==> config.mk <==
export PLATFORM = sky130hd
export DESIGN_NAME = adder_arbiter
export DESIGN_NICKNAME = d
export VERILOG_FILES = /design/src/rtl/adder_arbiter.sv
export SDC_FILE = /design/constraint.sdc
export NUM_CORES = 1
export LEC_CHECK = 0
export CAP_MARGIN = 20
export CORE_MARGIN = 1.5
export CORE_UTILIZATION = 46
export CTS_CLUSTER_DIAMETER = 50
export DETAILED_ROUTE_END_ITERATION = 8
export PLACE_DENSITY_LB_ADDON = 0.15
export SETUP_SLACK_MARGIN = 0.05
export SYNTH_ARGS = -nofsm -noshare
export SYNTH_HDL_FRONTEND = slang
export SYNTH_SLANG_ARGS = --single-unit
==> constraint.sdc <==
create_clock -name clk -period 7.55 [get_ports clk]
set_clock_uncertainty 0.1 [all_clocks]
set_input_delay 1.1325 -clock clk [delete_from_list [all_inputs] [get_ports clk]]
set_output_delay 1.1325 -clock clk [all_outputs]
set_load 0.05 [all_outputs]
==> src/rtl/adder_arbiter.sv <==
// adder_arbiter: round-robin arbitration of NUM_REQ requesters onto one shared
// signed add/subtract datapath, with a single-entry valid/ready response buffer.
// Optional feature macro: ADDER_ARB_SAT_EN (saturate rsp_out on signed overflow).
module adder_arbiter #(
    parameter int unsigned WIDTH   = 16,
    parameter int unsigned NUM_REQ = 3,
    parameter int unsigned ID_W    = 2
) (
    input  logic                       clk,
    input  logic                       rst_n,
    input  logic [NUM_REQ-1:0]         req_valid,
    input  logic [NUM_REQ-1:0]         req_op,
    input  logic [NUM_REQ*WIDTH-1:0]   req_x,
    input  logic [NUM_REQ*WIDTH-1:0]   req_y,
    output logic [NUM_REQ-1:0]         req_ready,
    output logic                       rsp_valid,
    input  logic                       rsp_ready,
    output logic [ID_W-1:0]            rsp_id,
    output logic [WIDTH-1:0]           rsp_out,
    output logic                       rsp_cout,
    output logic                       rsp_ov
);

    localparam int unsigned SUM_W = WIDTH + 1;

    typedef enum logic {
        ST_EMPTY = 1'b0,
        ST_FULL  = 1'b1
    } state_t;

    state_t             r_state;
    state_t             w_state_nxt;
    logic [ID_W-1:0]    r_ptr;
    logic [ID_W-1:0]    r_id;
    logic [WIDTH-1:0]   r_out;
    logic               r_cout;
    logic               r_ov;

    logic               w_can_accept;
    logic               w_grant;
    logic [NUM_REQ-1:0] w_gnt_vec;
    logic [ID_W-1:0]    w_gnt_idx;
    logic [ID_W-1:0]    w_ptr_nxt;
    logic [WIDTH-1:0]   w_x;
    logic [WIDTH-1:0]   w_y;
    logic               w_op;
    logic [WIDTH-1:0]   w_yy;
    logic [SUM_W-1:0]   w_sum;
    logic               w_c_msb;
    logic               w_ov;
    logic [WIDTH-1:0]   w_res;

    assign w_can_accept = (r_state == ST_EMPTY) || rsp_ready;

    // Round-robin scan from the pointer; no grant in reset or while the buffer is blocked.
    always_comb begin
        int unsigned v_idx;
        w_gnt_vec = '0;
        w_gnt_idx = '0;
        w_ptr_nxt = r_ptr;
        w_grant   = 1'b0;
        v_idx     = 0;
        if (rst_n && w_can_accept) begin
            for (int unsigned k = 0; k < NUM_REQ; k++) begin
                v_idx = 32'(r_ptr) + k;
                if (v_idx >= NUM_REQ) begin
                    v_idx = v_idx - NUM_REQ;
                end
                if (!w_grant && req_valid[v_idx]) begin
                    w_grant          = 1'b1;
                    w_gnt_vec[v_idx] = 1'b1;
                    w_gnt_idx        = ID_W'(v_idx);
                    w_ptr_nxt        = (v_idx + 1 >= NUM_REQ) ? '0 : ID_W'(v_idx + 1);
                end
            end
        end
    end

    assign req_ready = w_gnt_vec;

    // Operand mux driven by the one-hot grant.
    always_comb begin
        w_x  = '0;
        w_y  = '0;
        w_op = 1'b0;
        for (int unsigned i = 0; i < NUM_REQ; i++) begin
            if (w_gnt_vec[i]) begin
                w_x  = req_x[i*WIDTH +: WIDTH];
                w_y  = req_y[i*WIDTH +: WIDTH];
                w_op = req_op[i];
            end
        end
    end

    // Shared adder: subtract is x + ~y + 1; overflow is carry-in vs carry-out of the MSB.
    always_comb begin
        w_yy    = w_y ^ {WIDTH{w_op}};
        w_sum   = {1'b0, w_x} + {1'b0, w_yy} + SUM_W'(w_op);
        w_c_msb = w_x[WIDTH-1] ^ w_yy[WIDTH-1] ^ w_sum[WIDTH-1];
        w_ov    = w_sum[WIDTH] ^ w_c_msb;
`ifdef ADDER_ARB_SAT_EN
        if (w_ov) begin
            w_res = w_x[WIDTH-1] ? {1'b1, {(WIDTH-1){1'b0}}} : {1'b0, {(WIDTH-1){1'b1}}};
        end else begin
            w_res = w_sum[WIDTH-1:0];
        end
`else
        w_res = w_sum[WIDTH-1:0];
`endif
    end

    // Buffer state register.
    always_ff @(posedge clk or negedge rst_n) begin
        if (!rst_n) begin
            r_state <= ST_EMPTY;
        end else begin
            r_state <= w_state_nxt;
        end
    end

    // Buffer next state: a grant always fills; a drain without refill empties.
    always_comb begin
        w_state_nxt = r_state;
        case (r_state)
            ST_EMPTY: begin
                if (w_grant) begin
                    w_state_nxt = ST_FULL;
                end
            end
            ST_FULL: begin
                if (rsp_ready && !w_grant) begin
                    w_state_nxt = ST_EMPTY;
                end
            end
            default: w_state_nxt = ST_EMPTY;
        endcase
    end

    // Round-robin pointer and response payload, updated only on a grant.
    always_ff @(posedge clk or negedge rst_n) begin
        if (!rst_n) begin
            r_ptr  <= '0;
            r_id   <= '0;
            r_out  <= '0;
            r_cout <= 1'b0;
            r_ov   <= 1'b0;
        end else if (w_grant) begin
            r_ptr  <= w_ptr_nxt;
            r_id   <= w_gnt_idx;
            r_out  <= w_res;
            r_cout <= w_sum[WIDTH];
            r_ov   <= w_ov;
        end
    end

    assign rsp_valid = (r_state == ST_FULL);
    assign rsp_id    = r_id;
    assign rsp_out   = r_out;
    assign rsp_cout  = r_cout;
    assign rsp_ov    = r_ov;

endmodule

==> impl_metrics.tcl <==
set metrics [dict create \
    status "complete, no violations" \
    final_layout_size_suffix_gt1_share_pct 5.91 \
    rr_worst_depth 22 \
    worstSetupStartpoint "req_valid[1]" \
    path_depth 21 \
    r2r-end "rsp_ov" \
    cp-end-kind "flip-flop" \
    yosysSeqAreaShare_pct 20.9 \
    ys.flop_type "dfrtp_1" \
    grt_setup_unrepaired "no" \
    power_w 0.00154 \
    dp_slack_ps 983 \
    post_cts_buffers 0 \
    antenna_found_initial 0 \
    syn_to_final_growth_pct 49.9 \
    yosys_warnings 0 \
    cts_tree "yes" \
    routed_wl_um 7790 \
    dr.pass1.iters 6 \
    clkTransAtPathRegs_ps 80 \
    syn_area_per_cell_sq_um 7.66 \
    die_w_um 80.3 \
    finalWorstSetupSlack_ps 1240 \
    cts_hold_buffers 0 \
    cts_resized 0 \
    crit_buf_inv 2 \
    crit_top_cell "o21ai_0" \
    power_leakage_nw 1.60 \
    initial_core_util_pct 48.7 \
    worstMarginPinSlew_ps 686 \
    htreeDepth 1 \
    worstPathMaxFanout 34 \
    fin_crit_ps 6310 \
    finish.utilization_pct 73.1 \
    mostFrequentLayoutCell "clkdlybuf4s50_1" \
    hold_path_class "reg -> reg" \
    row_count 27 \
    first_iter_violations 145 \
    ir_drop_mv 0.300 \
    grt_max_degree 59 \
    layout.cells.non_filler 546 \
    portBuffers 128 \
    crit_chain "clkdlybuf4s50_1 > and4bb_1 > o22ai_2 > a21oi_1 > o21ba_2 > buf_4 > a32o_2 > mux2i_4 > xnor2_1 > ha_1 > nor2b_1 > o21ai_0 > a21boi_0 > o21ai_0 > a21oi_1 > o21ai_0 > a21oi_1 > o41ai_1 > o21ai_0 > or4_1 > nand3_1" \
    overflow 0 \
    place_congestion 0.926 \
    grt_use_total_pct 24.6 \
    slew_headroom_pct 53.3 \
    dpl.hpwl_um 6520 \
    timing.rr.start "r_ptr[1]" \
    cp_slowest_stage_delay_ps 630 \
    cts_root_buf "clkbuf_8" \
    via_per_inst 5.55 \
    cp-endpoint "rsp_ov" \
    fin_nets 600 \
    syn-cell-area_sq_um 2750 \
    setup_viol 0 \
    dp.cells 542 \
    slowest_stage "clkdlybuf4s50_1" \
    antennaDiodeCount 0 \
    final_cell_mix "clkdlybuf4s50_1 (128), nand2_1 (59), o21ai_0 (54)" \
    die_h_um 80.3 \
    vias 3028 \
    grt_pass1_wl_um 12900 \
    startpoint_type "primary input" \
    criticalPathCategory "in -> reg" \
    fp.dieArea_sq_um 6450 \
    grt_pass1_vias 2838 \
    cts_max_path_buffers 2 \
    hold_viol 0 \
    drc 0 \
    powerDensity_nw_per_um2 373 \
    arrival_ps 6410 \
    crit_family "compound AO/OA/AOI/OAI gates" \
    worstPathRequired_ps 7650 \
    synth_fp_nets 484 \
    cap_viol_max_count 0 \
    slew_viol_final 0 \
    ys_ff_latch 23 \
    synth_cells 359 \
    ios 129 \
    cts_buffers 3 \
    fmax_ghz 0.158 \
    ant_nets 0 \
    clock_sinks 23 \
    synthArstFlopShare_pct 100 \
    clock_latency_ps 250 \
    synth.distinct_cells 62 \
    ff2ff_setup_slack_ps 1690 \
    routedWlPerCell_um 14.3 \
    core_area_sq_um 5640 \
    synth_edf_count 0 \
    fin_tns_setup_ps 0 \
    min_period_over_period_pct 83.6 \
]
==> where the power goes <==
part	internal, W	leakage [nW]	switching [W]	total, W
sequential	0.000176	0.296	0.0000290	0.000205
clock	0.0000367	0.0255	0.0000371	0.0000738
combinational	0.000506	1.28	0.000755	0.00126
==> kinds of logic after synthesis <==
logic type | after synthesis | share of synthesized area [%]
AO/OA/AOI/OAI | 142 | 35.0
AND/OR/NAND/NOR | 102 | 17.4
buffers and inverters | 38 | 5.46
XOR/XNOR | 27 | 8.60
flip-flops | 23 | 20.9
adder cells (fa/ha/maj) | 21 | 9.74
multiplexers | 6 | 2.91
==> state kept, by name, summed over array words and instances (netlist names) <==
signal and count:
rsp_cout 1, rsp_valid 1, r_ptr 2, rsp_id 2, rsp_ov 1, rsp_out 16
==> layout make-up <==
| cell class | instances | area [sq um] |
|---|---|---|
| Multi-Input combinational cell | 298 | 2030 |
| Fill cell | 452 | 1520 |
| Timing Repair Buffer | 133 | 1320 |
| Sequential cell | 23 | 576 |
| Tap cell | 72 | 90.1 |
| Inverter | 16 | 60.1 |
| Clock buffer | 3 | 41.3 |
| Clock inverter | 1 | 5.00 |
==> metal layers <==
metal	global-route usage (%)	up-vias	wire length [um]
met5	0	-	0
met4	3.79	0	38
met3	4.20	2	478
met2	40.4	113	3660
met1	34.3	1385	3620
li1	-	1528	-
==> stage by stage <==
step / area [sq um] / hold WS, ps
6_report: 4120 / 385
5_1_grt: 4120 / 413
4_1_cts: 4120 / 394
3_5_place_dp: 4080 / 372
3_3_place_gp: 4080 / 360
2_1_floorplan: 2750 / 400
==> how the worst min path moves through the flow <==
stage	startpoint	cells past startpoint	endpoint
after floorplan	r_ptr[1]	2	r_ptr[1]
after global placement	rsp_out[14]	2	rsp_out[14]
after detailed placement	rsp_out[0]	1	rsp_out[0]
after CTS	rsp_out[13]	2	rsp_out[13]
after global routing	rsp_out[9]	2	rsp_out[9]
final	rsp_out[0]	1	rsp_out[0]
==> cell usage after synthesis, types with 3 or more instances <==
library cell	number	area [sq um]
inv_1	15	56.3
a211oi_1	3	22.5
a22oi_1	30	225
o21ai_0	54	270
a31oi_1	3	18.8
xnor2_1	19	166
ha_1	19	238
a21oi_1	18	90.1
clkbuf_1	14	52.6
nand2_1	59	221
nand2b_1	4	25.0
xor2_1	8	70.1
buf_2	6	30.0
nor2_1	10	37.5
o211ai_1	5	37.5
nand3_1	6	30.0
dfrtp_1	23	576
nor2b_1	5	31.3
a21o_1	4	30.0
==> worst register-to-register path: stages (launching register included) <==
cell	delay [ps]
dfrtp_1	420
inv_1	90
ha_1	430
inv_1	250
and3_1	220
o21a_1	190
o21ba_2	210
buf_4	230
a32o_2	280
mux2i_4	560
xnor2_1	160
ha_1	380
nor2b_1	150
o21ai_0	180
a21boi_0	150
o21ai_0	240
a21oi_1	100
o21ai_0	230
a21oi_1	130
o41ai_1	390
o21ai_0	220
or4_1	420
nand3_1	90
Power figures use the tool's default switching activity.
==> RTL edit 1 (same flow settings) <==
Build with the macro `ADDER_ARB_SAT_EN` defined.
--- a/src/rtl/adder_arbiter.sv
+++ b/src/rtl/adder_arbiter.sv
@@ -2,4 +2,6 @@
 // signed add/subtract datapath, with a single-entry valid/ready response buffer.
 // Optional feature macro: ADDER_ARB_SAT_EN (saturate rsp_out on signed overflow).
+`define ADDER_ARB_SAT_EN
+
 module adder_arbiter #(
     parameter int unsigned WIDTH   = 16,
Check against the original RTL: not equivalent (Yosys sat finds a counterexample within 4 cycles, from zero or initial values and one cycle with rst_n low).
==> RTL edit 1 against the original RTL <==
- sequential cell count is the same
- final cell count shrank 1.5%
- routed wire length grew 5.7%
- die area shrank 0.40%
- core utilization shrank 0.55 points
- total power shrank 1.9%
- cell area shrank 0.76%
- clock power grew 5.0%
- maximum frequency shrank 6.6%
- largest cell class unchanged
- worst setup slack lost 0.44 ns
- area after synthesis shrank 0.41%
==> RTL edit 1: results <==
{
  "status": "finished, final reports clean",
  "grtUsageMet3_pct": 2.39,
  "setup_viol": 0,
  "endpoint": "rsp_out[8]$_DFFE_PN0P_",
  "portBuffers": 128,
  "holdPathEnd": "rsp_out[12]$_DFFE_PN0P_",
  "yosysUniqueCellTypes": 50,
  "post-place-ws_ns": 0.613,
  "ys_seq_area_share_pct": 21.0,
  "critPathTopFamily": "compound AO/OA/AOI/OAI gates",
  "grt_use_total_pct": 25.9,
  "synth_area_leaders": "dfrtp_1 (21%), ha_1 (8.7%), a22oi_1 (8.2%), xnor2_1 (7.4%), o21ai_0 (7.3%)",
  "hpwlAfterDp_um": 6800,
  "slowest_delay_ns": 0.61,
  "grt_max_degree": 64,
  "grt_pass1_vias": 2956,
  "drt-initial-drc-count": 224,
  "vdd_ir_drop_max_v": 0.000218,
  "clock_latency_ns": 0.27,
  "ys_async_sr_fraction_pct": 100,
  "crit_arrival_ns": 6.86,
  "finalNetCount": 592,
  "grt_pass1_wl_um": 13300,
  "rrSetupSlack_ns": 1.30,
  "hp-class": "reg -> reg",
  "clkSlewWorstSetupHoldPaths_ns": 0.09,
  "grt_util_met2_pct": 44.0,
  "drive_gt1_share_pct": 4.72,
  "worstMarginPinSlew_ns": 0.669,
  "drv_cap": 0,
  "cts_setup_buffers": 0,
  "hold-path-cell-count": 1,
  "ctsHoldBuffers": 0,
  "fill_cells": 459,
  "p_leak_uw": 0.00170,
  "critPathSlowestCell": "and3_1",
  "use_met1_pct": 34.7,
  "gp_congestion": 0.933,
  "drt_wl_total_um": 8240,
  "synth_fp_nets": 475,
  "synthTopCellsByCount": "nand2_1 (41), o21ai_0 (40), a22oi_1 (30)",
  "drt_pass1_iterations": 5,
  "path_max_fanout": 19,
  "antenna_cells": 0,
  "cts_inserted_buffers": 3,
  "vias": 3118,
  "cts-resized-gates": 0,
  "htreeDepth": 1,
  "yosys_warnings": 0,
  "timing.final.crit_period_ns": 6.76,
  "r2r-start": "r_ptr[0]$_DFFE_PN0P_",
  "startpoint": "req_valid[2]",
  "min_from": "rsp_out[12]$_DFFE_PN0P_"
}
[RTL edit 1: changes by cell type in the layout (fill, tap and decap cells not counted), sizes merged, moves of 3 or more]
cell    before  now
o21ai       57   42
a221o        0   16
o211ai       5    1
xnor2       19   23
a31oi        3    7
nor2        10   21
a21o         4   14
inv         16   11
nand2       59   41
nor3         1    4
[RTL edit 1: per-stage QoR]
step                hold slack, ns  instances  cell area [um2]
finish                       0.413        538             4090
global placement             0.364        534             4050
floorplan                    0.400        350             2740
CTS                          0.417        538             4090
global route                 0.435        538             4090
detailed placement           0.397        534             4050
[RTL edit 1: power by group]
group / switching, uW / internal, uW
clock network: 40.6 / 36.9
logic: 725 / 504
registers: 29.7 / 173
total: 795 / 714
[RTL edit 1: cell families after synthesis]
group,count (synthesis),share of synthesized area (%)
adder cells (fa/ha/maj),21,9.78
AND/OR/NAND/NOR,94,15.4
flip-flops,23,21.0
XOR/XNOR,29,9.27
AO/OA/AOI/OAI,146,37.0
buffers and inverters,34,5.94
multiplexers,3,1.60
[RTL edit 1: layer usage]
metal  vias up  routed length, um
li1       1533                  -
met1      1437               3730
met2       135               3950
met3        13                432
met4         0                130
met5         -                  0
[RTL edit 1: layout make-up]
cell class	instances	share of cell area [%]
Clock inverter	1	0.122
Sequential cell	23	14.1
Tap cell	72	2.20
Multi-Input combinational cell	293	49.0
Clock buffer	3	1.01
Timing Repair Buffer	135	32.6
Inverter	11	1.01
==> RTL edit 2 (same flow settings) <==
Without the edit above. Reset style: synchronous (`rst_n`), changed in 2 clocked blocks.
--- a/src/rtl/adder_arbiter.sv
+++ b/src/rtl/adder_arbiter.sv
@@ -111,5 +111,5 @@
 
     // Buffer state register.
-    always_ff @(posedge clk or negedge rst_n) begin
+    always_ff @(posedge clk) begin
         if (!rst_n) begin
             r_state <= ST_EMPTY;
@@ -138,5 +138,5 @@
 
     // Round-robin pointer and response payload, updated only on a grant.
-    always_ff @(posedge clk or negedge rst_n) begin
+    always_ff @(posedge clk) begin
         if (!rst_n) begin
             r_ptr  <= '0;
Check against the original RTL: differs if rst_n is asserted again (counterexample within 4 cycles, from zero or initial values and one cycle with rst_n low); with rst_n held inactive, the same outputs for 10 cycles.
==> RTL edit 2 against the original RTL <==
- total power is 7.1% higher
- routed wire length up 8.2%
- sequential cell count is the same
- non-clock buffer count unchanged
- area after synthesis fell by 0.27%
- core utilization fell by 0.64 points
- cell area is 0.88% lower
- final cell count is 3.1% higher
- register-to-register slack gained 0.24 ns
- clock power grew 3%
- worst setup slack better by 0.16 ns
- highest routed layer unchanged
==> RTL edit 2: results <==
{
  "status": "finished, final reports clean",
  "multi_input_area_um2": 2100,
  "nClkBuffers": 4,
  "crit_arrival_ns": 6.26,
  "seq_area_share_pct": 11.3,
  "use_met1_pct": 38.0,
  "r2r_end": "rsp_ov$_SDFFE_PN0P_",
  "placed_area_um2": 4040,
  "grt_use_total_pct": 26.5,
  "viasPerCell": 5.69,
  "ys_async_sr_fraction_pct": 0,
  "grt_util_met2_pct": 42.9,
  "fill_cells": 463,
  "wl_per_cell_um": 15.0,
  "inverters_excl_clock": 18,
  "wl_met2_um": 3880,
  "r2r-start": "r_ptr[0]$_SDFFE_PN0P_",
  "p_int_uw": 773,
  "min_period_over_period_pct": 81.5,
  "rrSetupSlack_ns": 1.93,
  "ys_seq_area_share_pct": 16.8,
  "grt_pass1_vias": 2855,
  "hpwlAfterDp_um": 7040,
  "synth_fp_nets": 505,
  "netlist_instances": 380
}
-- RTL edit 2: cell count changes after synthesis, moves of 4 or more --
cell | unedited run | this run
a21oi_1 | 18 | 14
and2_1 | 1 | 6
o211ai_1 | 5 | 1
dfrtp_1 | 23 | 0
nand3_1 | 6 | 19
dfxtp_1 | 0 | 23
nand2_1 | 59 | 54
a21o_1 | 4 | 9
-- RTL edit 2: kinds of logic (layout without fill, tap and decap cells) --
kind of cell	after synthesis	in the layout	share of synthesized area (%)
compound gates	140	140	34.2
simple gates	120	120	21.6
buf+inv	44	155	6.48
xor+xnor	26	26	8.30
flops	23	23	16.8
fa+ha+maj	21	21	9.76
mux	6	6	2.83
-- RTL edit 2: power groups by stage --
stage / clock [uW] / sequential (uW) / combinational (uW)
after global placement: 0 / 188 / 1340
after detailed placement: 0 / 192 / 1360
after global routing: 82.4 / 193 / 1520
final: 75.7 / 188 / 1380
after CTS: 77.8 / 189 / 1370
after floorplan: 0 / 306 / 908
